### src/rtl/mult_control_unit.sv
// mult_control_unit
//
// Sequencer for a serial add/shift (Booth-style last-step subtract) multiplier
// built around an X:A:B shift chain. One Run request produces exactly one
// multiply of WIDTH add/shift iterations; the result is then held (Done) until
// Run is released.
//
// Build option:
//   MULT_AUTO_CLEAR_EN  when defined, a CLEAR state clears A/X once before the
//                       first ADD. When undefined, A keeps its prior value so
//                       multiplies can be chained on the previous result.
//
// Parameters:
//   WIDTH         number of add/shift iterations per multiply (2..16)
//
// Ports:
//   Clk           system clock, rising edge
//   Reset         synchronous, active-high
//   Run           level start request (debounced, synchronized)
//   ClearA_LoadB  level request to clear A and load B (honoured in IDLE only)
//   M             current multiplier LSB from the B register
//   Load_B        parallel-load strobe for B
//   Clr_A         clear strobe for A and the X sign flop
//   Shift_En      arithmetic right-shift strobe for X:A:B
//   Add_En        latch A+S into X:A
//   Sub_En        latch A-S into X:A (last iteration only)
//   Busy          multiply in progress
//   Done          result held, waiting for Run to drop
//   Step          current iteration index
//
// state | meaning
// ------+--------------------------------------------------------------
// IDLE  | waiting for Run; services ClearA_LoadB
// CLEAR | one-cycle clear of A/X before the first add (option only)
// ADD   | conditional add (or subtract on the last step) when M=1
// SHIFT | one right shift of X:A:B, then next step or DONE
// DONE  | result held until Run returns low

module mult_control_unit #(
    parameter int WIDTH = 8
) (
    input  logic                     Clk,
    input  logic                     Reset,
    input  logic                     Run,
    input  logic                     ClearA_LoadB,
    input  logic                     M,
    output logic                     Load_B,
    output logic                     Clr_A,
    output logic                     Shift_En,
    output logic                     Add_En,
    output logic                     Sub_En,
    output logic                     Busy,
    output logic                     Done,
    output logic [$clog2(WIDTH)-1:0] Step
);

    localparam int              SW        = $clog2(WIDTH);
    localparam logic [SW-1:0]   LAST_STEP = SW'(WIDTH - 1);

    typedef enum logic [2:0] {
        IDLE  = 3'd0,
`ifdef MULT_AUTO_CLEAR_EN
        CLEAR = 3'd1,
`endif
        ADD   = 3'd2,
        SHIFT = 3'd3,
        DONE  = 3'd4
    } state_t;

    state_t          state_q, state_d;
    logic [SW-1:0]   step_q, step_d;

    always_ff @(posedge Clk) begin
        if (Reset) begin
            state_q <= IDLE;
            step_q  <= '0;
        end else begin
            state_q <= state_d;
            step_q  <= step_d;
        end
    end

    always_comb begin
        state_d  = state_q;
        step_d   = step_q;
        Load_B   = 1'b0;
        Clr_A    = 1'b0;
        Shift_En = 1'b0;
        Add_En   = 1'b0;
        Sub_En   = 1'b0;
        Busy     = 1'b0;
        Done     = 1'b0;

        case (state_q)
            IDLE: begin
                step_d = '0;
                // Run wins over ClearA_LoadB so a start never disturbs B.
                if (Run) begin
`ifdef MULT_AUTO_CLEAR_EN
                    state_d = CLEAR;
`else
                    state_d = ADD;
`endif
                end else if (ClearA_LoadB) begin
                    Load_B = 1'b1;
                    Clr_A  = 1'b1;
                end
            end
`ifdef MULT_AUTO_CLEAR_EN
            CLEAR: begin
                Busy    = 1'b1;
                Clr_A   = 1'b1;
                step_d  = '0;
                state_d = ADD;
            end
`endif
            ADD: begin
                Busy = 1'b1;
                // The final partial product carries negative weight in two's
                // complement, hence subtract on the last step.
                if (step_q == LAST_STEP) begin
                    Sub_En = M;
                end else begin
                    Add_En = M;
                end
                state_d = SHIFT;
            end
            SHIFT: begin
                Busy     = 1'b1;
                Shift_En = 1'b1;
                if (step_q == LAST_STEP) begin
                    step_d  = '0;
                    state_d = DONE;
                end else begin
                    step_d  = step_q + SW'(1);
                    state_d = ADD;
                end
            end
            DONE: begin
                Done = 1'b1;
                if (!Run) begin
                    state_d = IDLE;
                end
            end
            default: begin
                state_d = IDLE;
                step_d  = '0;
            end
        endcase

        Step = step_q;
    end

endmodule

### config.mk
export PLATFORM = sky130hd
export DESIGN_NAME = mult_control_unit
export DESIGN_NICKNAME = d
export VERILOG_FILES = /design/src/rtl/mult_control_unit.sv
export SDC_FILE = /design/constraint.sdc
export NUM_CORES = 1
export LEC_CHECK = 0
export BUFFER_PORTS_ARGS = -buffer_cell sky130_fd_sc_hd__buf_4
export CELL_PAD_IN_SITES_DETAIL_PLACEMENT = 0
export CELL_PAD_IN_SITES_GLOBAL_PLACEMENT = 1
export CORE_MARGIN = 4
export CORE_UTILIZATION = 25
export DETAILED_ROUTE_END_ITERATION = 8
export PLACE_DENSITY = 0.72
export SLEW_MARGIN = 10
export SYNTH_ARGS = -nofsm -noshare
export SYNTH_HDL_FRONTEND = slang
export SYNTH_SLANG_ARGS = --single-unit
### constraint.sdc
create_clock -name Clk -period 1.8 [get_ports Clk]
set_clock_uncertainty 0.2 [all_clocks]
set_input_delay 0.36 -clock Clk [delete_from_list [all_inputs] [get_ports Clk]]
set_output_delay 0.36 -clock Clk [all_outputs]
set_load 0.02 [all_outputs]
==> results.json, run 1 <==
{
  "status": "finished with violations",
  "violations": "negative setup slack",
  "powerDensity_nw_per_um2": 572,
  "cts_tree": "built",
  "grt_overflow": 0,
  "die_h_microns": 45.0,
  "hp-start": "Reset",
  "yosys.area_share.simple_pct": 32.6,
  "r2r_setup_slack_ns": 0.31,
  "cts_max_path_buffers": 2,
  "postLayoutCellArea_sq_um": 579,
  "viasPerCell": 4.72,
  "start_kind": "flop",
  "final-seq-area_sq_um": 131,
  "routed_wl_microns": 858,
  "cts_max_level": 1,
  "grt_pass1_wl_microns": 1270,
  "io_pins": 15,
  "synth.avg_cell_area_sq_um": 9.23,
  "holdPathEnd": "Step[1]$_SDFFE_PP0N_",
  "firstDrtPassIters": 4,
  "worstHoldPathType": "in2reg",
  "setup_viol": 1,
  "grt_usage_pct": 9.15,
  "fin_crit_ns": 1.82,
  "synth_seq_area_share_pct": 35.2,
  "clk_latency_ns": 0.24,
  "slew-limit-headroom_pct": 79.2,
  "crit_path_top_delay_cell": "dfxtp_4",
  "max_freq_ghz": 0.548,
  "fillers": 136,
  "fin_crit_sh_pct": 101,
  "cts_hold_buffers": 0,
  "crit_family": "flip-flops",
  "yosysUniqueCellTypes": 23,
  "synthXorXnorAreaFrac_pct": 2.56,
  "whs_path_depth": 2,
  "r2r-end": "Step[0]$_SDFFE_PP0N_",
  "final_cell_mix": "buf_4 (20), nor2_1 (4), dfxtp_2 (3), clkbuf_4 (3)",
  "worst_pin_slew_ns": 0.311,
  "syn_area_sq_um": 342,
  "cap_violations": 0,
  "place.port_buffers": 14,
  "instances_no_fill": 74,
  "whs_ns": 0.121,
  "synthMuxAreaShare_pct": 3.30,
  "cp-end-kind": "output pin",
  "synth-main-ff-cell": "dfxtp_1",
  "gp_congestion": 0.692,
  "wl_per_cell_microns": 11.6,
  "dieArea_sq_um": 2020,
  "synth_fa_ha_area_share_pct": 7.33,
  "placed_cells": 65,
  "cellLeakagePower_nw": 0.261,
  "ant_nets": 0,
  "timing.final.ws_setup_ns": -0.0247,
  "path_cells": "ha_4 > ha_4 > inv_2 > and4b_1 > buf_6",
  "fin_setup_tns_ns": -0.0247,
  "ys_seq_elements": 6,
  "num_rows": 13,
  "ys_warn_count": 0,
  "rr_startpoint": "Step[1]$_SDFFE_PP0N_",
  "required_ns": 1.24,
  "area_growth_pct": 69.6,
  "critPathArrivalTime_ns": 1.26,
  "grt_max_degree": 14,
  "coreArea_sq_um": 1300,
  "grt_setup_unrepaired": "yes",
  "cts_made_buffers": 3,
  "slew_viol_final": 0,
  "clock_sinks": 6,
  "final_common_cell": "buf_4",
  "crit_type": "reg2out",
  "initial_utilization_pct": 26.3,
  "synth_top_family_by_area": "simple AND/OR/NAND/NOR gates",
  "drive_above_1_share_pct": 61.0,
  "vias": 349,
  "hold_viol": 0,
  "critPathMaxFanout": 4,
  "rr_worst_depth": 7,
  "multi_input_area_sq_um": 230,
  "drc": 0,
  "cpPeakStageDelay_ns": 0.35,
  "placed_cell_area_sq_um": 462,
  "clk_pin_slew_ns": 0.05,
  "async_flop_share_pct": 0,
  "nNetsFinal": 68,
  "diodes": 0,
  "drtIter0Drc": 6,
  "power_mw": 0.331,
  "synth_compound_area_share_pct": 12.5,
  "ctsRootBufferMaster": "clkbuf_4",
  "netlist_instances": 37,
  "die_w_microns": 45.0,
  "cp_num_buf_inv": 2,
  "grt_pass1_vias": 305,
  "vdd_drop_max_mv": 0.292,
  "antenna_found_initial": 0,
  "cp_common_cell": "ha_4",
  "syn_nets": 44,
  "synth_edf_count": 0
}
==> worst max-delay path by stage <==
stage | from | slack (ns) | cells after the start | to
2_1_floorplan | state_q[0]$_SDFFE_PP0P_ | 0.06 | 4 | Load_B
3_3_place_gp | Step[0]$_SDFFE_PP0N_ | 0.09 | 5 | Add_En
3_5_place_dp | Step[0]$_SDFFE_PP0N_ | 0.09 | 5 | Add_En
4_1_cts | Step[1]$_SDFFE_PP0N_ | -0.03 | 5 | Add_En
5_1_grt | Step[1]$_SDFFE_PP0N_ | -0.07 | 5 | Add_En
6_report | Step[1]$_SDFFE_PP0N_ | -0.02 | 5 | Add_En
==> through the flow <==
step / setup WS [ns] / utilization (%)
finish: -0.0247 / 44.5
global placement: 0.0930 / 35.5
global route: -0.0690 / 44.5
floorplan: 0.0570 / -
detailed placement: 0.0915 / 35.5
CTS: -0.0258 / 40.9
==> worst reg2reg max path: stages, from the launching register on <==
cell	delay, ns
dfxtp_4	0.35
ha_4	0.16
ha_4	0.16
buf_4	0.13
buf_4	0.13
nor2_1	0.08
nand3_1	0.08
a21oi_1	0.13
==> state kept, by name, summed over array words and instances (netlist names) <==
signal / cells
state_q: 3
Step: 3
==> cell usage after synthesis (all sizes together), types with 2 or more instances <==
cell type | n | area, sq um
a21oi | 2 | 10.0
a22oi | 2 | 15.0
and2 | 2 | 12.5
and4b | 2 | 20.0
buf | 2 | 15.0
dfxtp | 6 | 120
ha | 2 | 25.0
nor2 | 4 | 15.0
nor3b | 2 | 20.0
==> cell families (layout without fill, tap and decap cells) <==
group | after synthesis | count (layout)
buffers and inverters | 4 | 26
adder cells (fa/ha/maj) | 2 | 2
flip-flops | 6 | 6
XOR/XNOR | 1 | 1
AND/OR/NAND/NOR | 17 | 17
multiplexers | 1 | 1
AO/OA/AOI/OAI | 6 | 6
==> report_power, final <==
group | internal [mW] | switching, mW
Sequential | 0.137 | 0.00834
Combinational | 0.0358 | 0.0305
Clock | 0.0752 | 0.0449
==> what timing repair did <==
action / CTS / global route
pin swaps: 1 / 2
setup endpoints to repair: 4 / 5
gates cloned: 0 / 0
resized for setup: 9 / 6
buffers inserted: 2 / 4
==> cell type report <==
cell class	count	area share [%]
Tap cell	15	3.24
Clock buffer	3	3.89
Timing Repair Buffer	22	29.8
Inverter	1	0.648
Multi-Input combinational cell	27	39.7
Sequential cell	6	22.7
==> metal layers <==
layer / wire [microns] / share of wire (%) / track usage (%) / vias up
met4: 0 / 0 / 7.02 / 0
met1: 394 / 46 / 11.9 / 157
li1: - / - / - / 180
met2: 402 / 47 / 11.9 / 12
met3: 61 / 7.1 / 3.59 / 0
met5: 0 / 0 / 0 / -
Power figures use the tool's default switching activity.
==> run 2: changes to the inputs <==
==> constraint.sdc (replaced) <==
create_clock -name Clk -period 1.8 [get_ports Clk]
set_clock_uncertainty 0.2 [all_clocks]
set_input_delay 0.09 -clock Clk [delete_from_list [all_inputs] [get_ports Clk]]
set_output_delay 0.09 -clock Clk [all_outputs]
set_load 0.02 [all_outputs]
==> results.json, run 2 (same netlist as run 1, synthesis figures left out) <==
{
  "placed_cells": 63,
  "clk_latency_ns": 0.24,
  "vdd_drop_max_mv": 0.257,
  "r2r-end": "Step[2]$_SDFFE_PP0N_",
  "p_sw_mw": 0.0822,
  "firstDrtPassIters": 2,
  "p_comb_share_pct": 17.0,
  "slew-limit-headroom_pct": 71.4,
  "cts_setup_buffers": 0,
  "instances_no_fill": 68,
  "path_cells": "and2b_1 > and4b_1 > buf_4",
  "dieArea_sq_um": 2020,
  "ctsRootBufferMaster": "clkbuf_4",
  "drtIter0Drc": 1,
  "viasPerCell": 4.62,
  "grt_pass1_wl_microns": 1270,
  "worstHoldPathType": "reg2reg",
  "clock_sinks": 6,
  "die_w_microns": 45.0,
  "place.port_buffers": 14,
  "cp-end-kind": "output pin",
  "slew_viol_final": 0,
  "required_ns": 1.51,
  "crit_type": "reg2out",
  "grt_pass1_vias": 310,
  "critPathMaxFanout": 10,
  "status": "completed",
  "holdPathEnd": "state_q[1]$_SDFFE_PP0P_",
  "swShare_pct": 25.4,
  "cellLeakagePower_nw": 0.225,
  "grt_max_degree": 14,
  "clockPowerShare_pct": 37.4,
  "rr_startpoint": "Step[0]$_SDFFE_PP0N_",
  "final_common_cell": "buf_4",
  "critPathArrivalTime_ns": 1.41,
  "die_h_microns": 45.0,
  "fillers": 136,
  "io_pins": 15,
  "cts_made_buffers": 3,
  "gp_congestion": 0.731,
  "cap_violations": 0,
  "ant_nets": 0,
  "grt_overflow": 0,
  "whs_path_depth": 1,
  "hpwl_microns": 564,
  "power_mw": 0.323,
  "final_cell_mix": "buf_4 (14), dfxtp_1 (6), nor2_1 (4)",
  "routed_wl_microns": 791,
  "r2r_setup_slack_ns": 0.25,
  "drc": 0,
  "coreArea_sq_um": 1300,
  "fin_crit_sh_pct": 94.2,
  "crit_family": "simple AND/OR/NAND/NOR gates",
  "num_rows": 13,
  "drive_above_1_share_pct": 37.7,
  "max_freq_ghz": 0.590,
  "setup_viol": 0,
  "final_util_pct": 37.8,
  "start_kind": "flop",
  "antenna_found_initial": 0,
  "grt_setup_unrepaired": "no",
  "initial_utilization_pct": 26.3,
  "wl_per_cell_microns": 11.6,
  "cts_tree": "built",
  "multi_input_area_sq_um": 201,
  "rr_worst_depth": 5,
  "fin_crit_ns": 1.70,
  "path_depth": 3,
  "fin_setup_tns_ns": 0,
  "powerDensity_nw_per_um2": 658,
  "clk_pin_slew_ns": 0.04,
  "final-seq-area_sq_um": 120,
  "hold_viol": 0,
  "area_growth_pct": 44.0,
  "diodes": 0,
  "worst_pin_slew_ns": 0.429,
  "cpPeakStageDelay_ns": 0.43,
  "cts_max_level": 1,
  "power_frac_seq_pct": 45.6,
  "vias": 314,
  "p_int_mw": 0.241,
  "nNetsFinal": 62,
  "cts_max_path_buffers": 2,
  "crit_path_top_delay_cell": "dfxtp_1",
  "hp-start": "state_q[2]$_SDFFE_PP0P_",
  "cp_num_buf_inv": 1,
  "grt_usage_pct": 8.90
}
==> run 2: changes by cell type in the layout (fill, tap and decap cells not counted), moves of 2 or more <==
cell	before	now
dfxtp_4	2	0
dlygate4sd3_1	0	2
ha_4	2	0
buf_4	20	14
dfxtp_1	1	6
buf_6	2	0
dfxtp_2	3	0
==> run 2: power by group through the flow <==
| stage | Clock, mW | Sequential (mW) | Combinational, mW |
|---|---|---|---|
| finish | 0.121 | 0.147 | 0.0549 |
| global placement | 0 | 0.150 | 0.0516 |
| CTS | 0.126 | 0.147 | 0.0556 |
| global route | 0.134 | 0.149 | 0.0596 |
| floorplan | 0 | 0.146 | 0.0348 |
| detailed placement | 0 | 0.150 | 0.0521 |
==> run 2: worst max path at each step <==
stage                                        from              endpoint  slack, ns
after floorplan              Step[0]$_SDFFE_PP0N_  Step[2]$_SDFFE_PP0N_       0.21
after global placement       Step[0]$_SDFFE_PP0N_  Step[2]$_SDFFE_PP0N_       0.26
after detailed placement     Step[0]$_SDFFE_PP0N_  Step[2]$_SDFFE_PP0N_       0.24
after CTS                    Step[0]$_SDFFE_PP0N_                Add_En       0.06
after global routing         Step[0]$_SDFFE_PP0N_                Add_En      0.008
final                     state_q[1]$_SDFFE_PP0P_                Sub_En       0.10
==> run 2: routing by layer <==
metal  track usage (%)  part of all wire (%)  vias up
met5                 0                     0        -
met4              7.02                     0        0
met3              2.79                   7.1        0
met1              12.1                    52      137
met2              11.3                    41        9
li1                  -                     -      168
==> run 2: what timing repair did <==
| item | in CTS | in global routing |
|---|---|---|
| resized for setup | 0 | 1 |
| hold endpoints to repair | 6 | 0 |
| endpoints found under the setup margin | 0 | 1 |
| hold buffers | 2 | 0 |
==> run 2: cell type report <==
class	instances	share of cell area (%)
Inverter	1	0.763
Multi-Input combinational cell	27	41.0
Tap cell	15	3.82
Sequential cell	6	24.4
Clock buffer	3	4.58
Timing Repair Buffer	16	25.4
==> run 2: per-stage QoR <==
step / hold slack (ns) / area, sq um / setup WS (ns)
finish: 0.302 / 492 / 0.105
detailed placement: 0.109 / 447 / 0.242
floorplan: -0.0409 / 342 / 0.206
global placement: 0.111 / 447 / 0.260
global route: 0.332 / 492 / 0.00769
CTS: 0.303 / 489 / 0.0565
